$ cat config.mk
export PLATFORM = sky130hd
export DESIGN_NAME = seq_adder_sub
export DESIGN_NICKNAME = d
export VERILOG_FILES = /design/src/rtl/seq_adder_sub.sv
export SDC_FILE = /design/constraint.sdc
export NUM_CORES = 1
export LEC_CHECK = 0
export CAP_MARGIN = 30
export CORE_MARGIN = 4
export CORE_UTILIZATION = 55
export CTS_BUF_LIST = sky130_fd_sc_hd__clkbuf_16
export DETAILED_ROUTE_END_ITERATION = 7
export GPL_TIMING_DRIVEN = 0
export PLACE_DENSITY = 0.8
export SETUP_SLACK_MARGIN = 0.4
export SLEW_MARGIN = 30
export SYNTH_ARGS = -nofsm -noshare
export SYNTH_HDL_FRONTEND = slang
export SYNTH_SLANG_ARGS = --single-unit
$ cat constraint.sdc
create_clock -name clk -period 5.65 [get_ports clk]
set_input_delay 0.8475 -clock clk [delete_from_list [all_inputs] [get_ports clk]]
set_output_delay 0.8475 -clock clk [all_outputs]
set_load 0.01 [all_outputs]
$ cat src/rtl/seq_adder_sub.sv
// Multi-cycle adder/subtractor: one SLICE-bit ripple slice is reused for
// WIDTH/SLICE cycles, with a registered carry chaining the slices together.
// Subtract is done as A + ~B + 1. A start/busy/done handshake frames each operation.
module seq_adder_sub #(
  parameter int unsigned WIDTH = 16,
  parameter int unsigned SLICE = 4
) (
  input  logic             clk,
  input  logic             reset,
  input  logic             start,
  input  logic             sub,
  input  logic [WIDTH-1:0] A,
  input  logic [WIDTH-1:0] B,
  input  logic             Cin,
  output logic [WIDTH-1:0] S,
  output logic             Cout,
  output logic             V,
  output logic             busy,
  output logic             done
);

  localparam int unsigned N     = WIDTH / SLICE;
  localparam int unsigned KW    = (N > 1) ? $clog2(N) : 1;
  localparam logic [KW-1:0] KLast = KW'(N - 1);

  typedef enum logic [1:0] {StIdle, StRun, StDone} state_e;

  state_e           state_q;
  logic [WIDTH-1:0] op_a_q, op_b_q, acc_q, acc_d;
  logic             carry_q;
  logic [KW-1:0]    k_q;
  logic [WIDTH-1:0] s_q;
  logic             cout_q, v_q, busy_q, done_q;

  int unsigned      shamt;
  logic [WIDTH-1:0] a_shift, b_shift, slice_mask, sum_w;
  logic [SLICE:0]   slice_sum;

  // Current slice sum and the accumulator with slice k replaced by it.
  always_comb begin
    shamt      = 32'(k_q) * SLICE;
    a_shift    = op_a_q >> shamt;
    b_shift    = op_b_q >> shamt;
    slice_sum  = {1'b0, a_shift[SLICE-1:0]} + {1'b0, b_shift[SLICE-1:0]}
               + {{SLICE{1'b0}}, carry_q};
    slice_mask = '0;
    slice_mask[SLICE-1:0] = '1;
    sum_w      = '0;
    sum_w[SLICE-1:0] = slice_sum[SLICE-1:0];
    acc_d      = (acc_q & ~(slice_mask << shamt)) | (sum_w << shamt);
  end

  // Control FSM, operand latching, slice iteration and registered outputs.
  always_ff @(posedge clk) begin
    if (reset) begin
      state_q <= StIdle;
      op_a_q  <= '0;
      op_b_q  <= '0;
      acc_q   <= '0;
      carry_q <= 1'b0;
      k_q     <= '0;
      s_q     <= '0;
      cout_q  <= 1'b0;
      v_q     <= 1'b0;
      busy_q  <= 1'b0;
      done_q  <= 1'b0;
    end else begin
      unique case (state_q)
        StIdle: begin
          done_q <= 1'b0;
          if (start) begin
            op_a_q  <= A;
            op_b_q  <= sub ? ~B : B;
            // Subtract supplies the +1 of the two's complement via the carry.
            carry_q <= sub ? 1'b1 : Cin;
            k_q     <= '0;
            acc_q   <= '0;
            busy_q  <= 1'b1;
            state_q <= StRun;
          end
        end
        StRun: begin
          acc_q   <= acc_d;
          carry_q <= slice_sum[SLICE];
          k_q     <= k_q + KW'(1);
          if (k_q == KLast) begin
            s_q     <= acc_d;
            cout_q  <= slice_sum[SLICE];
            v_q     <= (op_a_q[WIDTH-1] == op_b_q[WIDTH-1]) &&
                       (acc_d[WIDTH-1] != op_a_q[WIDTH-1]);
            k_q     <= '0;
            busy_q  <= 1'b0;
            done_q  <= 1'b1;
            state_q <= StDone;
          end
        end
        StDone: begin
          done_q  <= 1'b0;
          state_q <= StIdle;
        end
        default: state_q <= StIdle;
      endcase
    end
  end

  assign S    = s_q;
  assign Cout = cout_q;
  assign V    = v_q;
  assign busy = busy_q;
  assign done = done_q;

endmodule

==> qor.txt, run 1 <==
Status -> completed
Share of async-settable or async-resettable flops after synthesis -> 0
Final WL -> 7760 µm
Area of the mapped netlist -> 3100 µm²
Fin. Hold Viols -> 0
Final setup vio count -> 0
Type of origin of the critical path -> register
EDFF count, synth -> 0
CTS tree -> yes
Reg clk slew, reported paths -> 60 ps
Post-DP HPWL -> 5490 µm
Main combinational cell family by area after synthesis -> compound AO/OA/AOI/OAI gates
First-pass GRT wire length -> 12900 µm
Rows -> 27
Drt pass-1 iters -> 5
WL per Instance -> 15.8 µm
Synth Area in Adders -> 0.0412
Measured slew at the worst slew-check pin -> 656 ps
Starting Density -> 0.567
Top Ports -> 57
Yosys reg bits -> 69
DIE HEIGHT -> 83.1 µm
Die Wd -> 83.1 µm
Worst path cell trace -> buf_2 -> mux4_2 -> fa_1 -> and3_1 -> o21ai_1 -> nand4_1 -> a311oi_2
CP peak stage delay -> 570 ps
Post-synthesis area per instance -> 8.86 µm²
Post-CTS Setup Bufs -> 0
Syn Inst Count -> 350
Sequential share of the synthesized area -> 0.446
CP Data Required Time -> 5890 ps
Crit path DAT -> 3440 ps
Routed Antenna Nets -> 0
CTS max path bufs -> 2
Largest net degree at the start of global routing -> 13
Total GRT Usage -> 0.234
Post-synth cell types -> 34
Initial antenna violation count -> 0
DP Area -> 3730 µm²
MaxCap Viol Count -> 0
Synth warn -> 0
NumNets Final -> 461
Resize count post-CTS -> 0
Fmax achieved -> 0.312 GHz
Ant diodes -> 0
DRT iter0 DRCs -> 144
Design area -> 4000 µm²
Post-synthesis mux area share -> 0.0617
Fraction of layout cells with a size suffix above 1 -> 0.0952
Pre-CTS setup slack -> 2510 ps
DR vias -> 2758
Final clock period utilization by the worst path -> 0.567
Vias in the first global route -> 2800
Routability congestion estimate -> 0.886
Final WS setup -> 2450 ps
Clock sink total -> 69
Max-Slew Margin vs Limit -> 0.560
Most frequent cell after synthesis -> dfxtp_1
Post-route minimum period -> 3200 ps
Area grow syn2layout -> 29.0%
Clk root buf -> clkbuf_16
RSZ-0062 raised after global routing -> false
Hold_buf cts -> 0
Ranking of synthesized cells by area -> dfxtp_1 45%, a21oi_1 6.8%, nand2_1 6.8%, mux4_2 5.8%, a211oi_1 4.8%
Commonest cells post-synth -> 69 x dfxtp_1, 56 x nand2_1, 42 x a21oi_1, 39 x nor2_1, 20 x a211oi_1
Crit-path slowest cell -> mux4_2
Setup crit end kind -> register
H-tree levels -> 3
Latest clock arrival within the worst-skew pair -> 330 ps
Synth Area in Compound Gates -> 0.194
XOR/XNOR Fraction of Synth Area -> 0.0480
VDD IR-drop max -> 0.000209 V
Setup TNS -> 0 ps
Top cell type's share of synthesized area -> 0.446
IO Port Bufs -> 54
Leakage power figure -> 1.47 nW
Synth Area in Simple Gates -> 0.159
Final Max Tran Viols -> 0
Dominant cell type by area after synthesis -> dfxtp_1
Total core area -> 5470 µm²
Syn_nets -> 396
Vias per Instance -> 5.61
Power Dens Cells -> 299 nW/µm²
Total gr overflow -> 0
Main flop type after synthesis -> dfxtp_1
DRC -> 0
Critical path peak fanout -> 10
Inserted Clock Buffers -> 9
Setup CP Type -> reg2reg
Clock skew -> 6.78 ps
Worst hold path class -> reg2reg
Die area -> 6900 µm²
[path summary, 6_finish.rpt]
path | end | slack [ps] | from | depth (start not counted)
max | V | 2450 | k_q[0] | 7
min | S[12] | 450 | S[12] | 2
max reg2reg | V | 2450 | k_q[0] | 7
min reg2reg | S[12] | 450 | S[12] | 2
[critical path, delay by kind of cell (launching register included)]
family	cells	cell delay, ps
compound gates	2	850
fa+ha+maj	1	430
buf+inv	1	350
flops	1	490
mux	1	570
simple gates	2	420
[cell type report]
cell class,count,area (µm²)
multi-input cells,246,1560
fillers,447,1470
flip-flops and latches,69,1380
repair buffers,54,541
clock buffers,9,225
plain buffers,29,135
well taps,72,90.1
clock inverters,7,42.5
inverters,6,22.5
[power breakdown]
part           switching, mW  internal (mW)
sequential            0.0132          0.509
combinational         0.0919         0.0807
clock                  0.209          0.293
total                  0.314          0.883
[logic make-up after synthesis]
family                   Yosys count
flip-flops                        69
adder cells (fa/ha/maj)            9
XOR/XNOR                          17
multiplexers                       9
AND/OR/NAND/NOR                  118
AO/OA/AOI/OAI                     93
buffers and inverters             35
[cells in the final DEF (no fill, tap or decap), types with 5 or more instances in the layout]
cell	n
buf_2	12
a211oi_1	20
a22oi_1	11
clkdlybuf4s50_1	54
nand3_1	6
clkbuf_16	9
nand2_1	56
ha_1	7
xnor2_1	16
dfxtp_1	69
nor2_1	39
clkbuf_1	15
a21oi_1	42
inv_1	6
a22o_1	9
mux4_2	8
nand4_1	5
[registers in the layout (all words and copies together) (netlist names)]
signal   flops
done         1
state_q      2
op_b_q      16
carry_q      1
Cout         1
k_q          2
S           16
op_a_q      16
acc_q       12
busy         1
V            1
[per-layer routing]
layer | share of wire | track usage
met5 | 0 | 0
met3 | 0.060 | 0.0526
met1 | 0.40 | 0.255
met2 | 0.51 | 0.424
met4 | 0.031 | 0.116
[stage by stage]
stage | cells | hold WS (ps) | power (mW) | util
detailed placement | 476 | 446 | 0.702 | 0.682
global route | 492 | 467 | 1.25 | 0.731
finish | 492 | 454 | 1.20 | 0.731
CTS | 492 | 455 | 1.20 | 0.731
floorplan | 350 | 433 | 0.642 | -
global placement | 476 | 439 | 0.697 | 0.682
Power figures use the tool's default switching activity.
==> run 2: changes to the inputs <==
Settings changed: CORE_UTILIZATION 55 to 47, PLACE_DENSITY 0.8 to 0.73.
Clock period 5.65 ns to 2.7 ns, I/O delays scaled along.
==> run 2 against run 1 <==
  * Clock power grew to 2.7 times the previous value
  * First-iteration DRC count grew 8.3%
  * Sequential cell count is the same
  * Clock skew shrank 2.2 ps
  * Register-to-register slack lost 2300 ps
  * Critical path type unchanged
  * Critical endpoint is now carry_q
  * Highest routed layer unchanged
==> qor.txt, run 2 (synthesized netlist as in run 1, its figures left out) <==
Status -> completed (unchanged)
Rows -> 29 (was 27)
R2R setup slack -> 190 ps (was 2450 ps)
Leakage power figure -> 1.58 nW (was 1.47 nW)
MaxCap Viol Count -> 0 (unchanged)
Worst Reg2Reg Path Length in Cells -> 8 (was 7)
Inserted Clock Buffers -> 9 (unchanged)
Largest net degree at the start of global routing -> 13 (unchanged)
Reg2Reg Launch Point -> k_q[0] (unchanged)
Clk root buf -> clkbuf_16 (unchanged)
Final WL -> 8220 µm (was 7760 µm)
Power Dens Cells -> 666 nW/µm² (was 299 nW/µm²)
Critical path peak fanout -> 7 (was 10)
CP Data Required Time -> 2910 ps (was 5890 ps)
Clock sink total -> 69 (unchanged)
Vias in the first global route -> 2838 (was 2800)
Worst Hold Path EP -> op_a_q[7] (was S[12])
Final Max Tran Viols -> 0 (unchanged)
DRT iter0 DRCs -> 156 (was 144)
Hold path depth -> 2 (unchanged)
Clock skew -> 4.55 ps (was 6.78 ps)
Final clock period utilization by the worst path -> 0.931 (was 0.567)
Latest clock arrival within the worst-skew pair -> 330 ps (about the same)
Type of origin of the critical path -> register (unchanged)
Vias per Instance -> 5.50 (was 5.61)
Post-DP HPWL -> 5550 µm (was 5490 µm)
CTS tree -> yes (unchanged)
Starting Density -> 0.486 (was 0.567)
DIE HEIGHT -> 89.2 µm (was 83.1 µm)
DRC -> 0 (unchanged)
Setup TNS -> 0 ps (unchanged)
Setup crit end kind -> register (unchanged)
IO Port Bufs -> 54 (unchanged)
Crit path DAT -> 2720 ps (was 3440 ps)
CP peak stage delay -> 540 ps (was 570 ps)
Total core area -> 6390 µm² (was 5470 µm²)
DR vias -> 2784 (was 2758)
Die area -> 7960 µm² (was 6900 µm²)
Worst hold path class -> reg2reg (unchanged)
VDD IR-drop max -> 0.000447 V (was 0.000209 V)
Tot Pwr -> 2.89 mW (was 1.20 mW)
CTS max path bufs -> 2 (unchanged)
Reg-to-Reg End -> carry_q (was V)
WL per Instance -> 16.2 µm (was 15.8 µm)
Total GRT Usage -> 0.225 (was 0.234)
Crit-path slowest cell -> mux4_2 (unchanged)
Ant diodes -> 0 (unchanged)
Die Wd -> 89.2 µm (was 83.1 µm)
RSZ-0062 raised after global routing -> true (was false)
Total gr overflow -> 0 (unchanged)
Initial antenna violation count -> 0 (unchanged)
Fmax achieved -> 0.398 GHz (was 0.312 GHz)
Drt pass-1 iters -> 4 (was 5)
Routability congestion estimate -> 0.908 (was 0.886)
Routed Antenna Nets -> 0 (unchanged)
Reg clk slew, reported paths -> 60 ps (about the same)
First-pass GRT wire length -> 13500 µm (was 12900 µm)
Top Ports -> 57 (unchanged)
Measured slew at the worst slew-check pin -> 616 ps (was 656 ps)
NumNets Final -> 470 (was 461)
H-tree levels -> 3 (unchanged)
Post-route minimum period -> 2510 ps (was 3200 ps)
Most frequent cells in the layout -> 67 x dfxtp_1, 56 x nand2_1, 54 x clkdlybuf4s50_1, 39 x nor2_1, 35 x a21oi_1 (was 69 x dfxtp_1, 56 x nand2_1, 54 x clkdlybuf4s50_1, 42 x a21oi_1, 39 x nor2_1)
Hold_sp -> op_a_q[7] (was S[12])
Area grow syn2layout -> 39.9% (was 29.0%)
Max-Slew Margin vs Limit -> 0.589 (was 0.560)
Most common cell after layout, fill and taps aside -> dfxtp_1 (unchanged)
Worst path cell trace -> buf_12 -> mux4_2 -> fa_2 -> fa_2 -> a21o_1 -> a21oi_2 -> mux2_4 -> o31ai_2 (was buf_2 -> mux4_2 -> fa_1 -> and3_1 -> o21ai_1 -> nand4_1 -> a311oi_2)
Final setup vio count -> 0 (unchanged)
Fin. Hold Viols -> 0 (unchanged)
Worst path most repeated cell -> fa_2
Setup CP Type -> reg2reg (unchanged)
Fraction of layout cells with a size suffix above 1 -> 0.168 (was 0.0952)
-- run 2: cell count changes in the layout (fill, tap and decap cells not counted), sizes merged --
cell	previous run	this run
buf	14	23
bufinv	0	3
clkinv	4	1
clkinvlp	3	0
inv	6	9
-- run 2: worst max-delay path, delay by kind of cell (launching register included) --
kind / cells / cell delay [ps]
AOI/OAI and AO/OA: 3 / 410
adders and majority gates: 2 / 770
buffers and inverters: 1 / 130
muxes: 2 / 710
DFF: 1 / 360
-- run 2: final cells by class --
class                   instances  area, µm²
multi-input cells             246       1700
plain buffers                  29        165
flip-flops and latches         69       1390
fillers                       523       2050
repair buffers                 63        624
clock inverters                 7        113
clock buffers                   9        225
inverters                       6       22.5
well taps                      77       96.3
-- run 2: how the worst max path moves through the flow --
stage / from / endpoint / slack (ps) / cells past startpoint
after global routing: k_q[0] / acc_q[2] / 100 / 8
after CTS: k_q[0] / acc_q[2] / 160 / 8
after floorplan: k_q[0] / V / 230 / 8
final: k_q[0] / carry_q / 190 / 8
after global placement: k_q[0] / V / -50 / 7
after detailed placement: k_q[0] / V / -100 / 7
-- run 2: metal layers --
metal | vias to the layer above | track usage | part of all wire
li1 | 1366 | - | -
met2 | 94 | 0.388 | 0.51
met1 | 1302 | 0.265 | 0.41
met5 | - | 0 | 0
met4 | 0 | 0.0974 | 0.024
met3 | 22 | 0.0535 | 0.055
-- run 2: where the power goes --
group | switching (mW) | leakage (nW) | total (mW) | internal (mW)
sequential | 0.0261 | 0.565 | 1.09 | 1.06
clock | 0.446 | 0.169 | 1.34 | 0.899
combinational | 0.226 | 0.842 | 0.451 | 0.224
total | 0.698 | 1.58 | 2.89 | 2.19
-- run 2: repair_timing --
action,in CTS,in global routing
pin swaps,14,8
buffers inserted,5,4
gates resized for setup,15,13
hold buffers,0,0
setup endpoints to repair,24,24
-- run 2: through the flow --
stage	hold slack [ps]	setup WS, ps	cell area (µm²)	cells	util
after CTS	451	161	4250	502	0.665
after global placement	439	-49.8	3770	481	0.591
final	450	185	4340	506	0.679
after detailed placement	443	-97.2	3770	481	0.591
after global routing	472	102	4340	506	0.679
after floorplan	433	235	3140	350	-
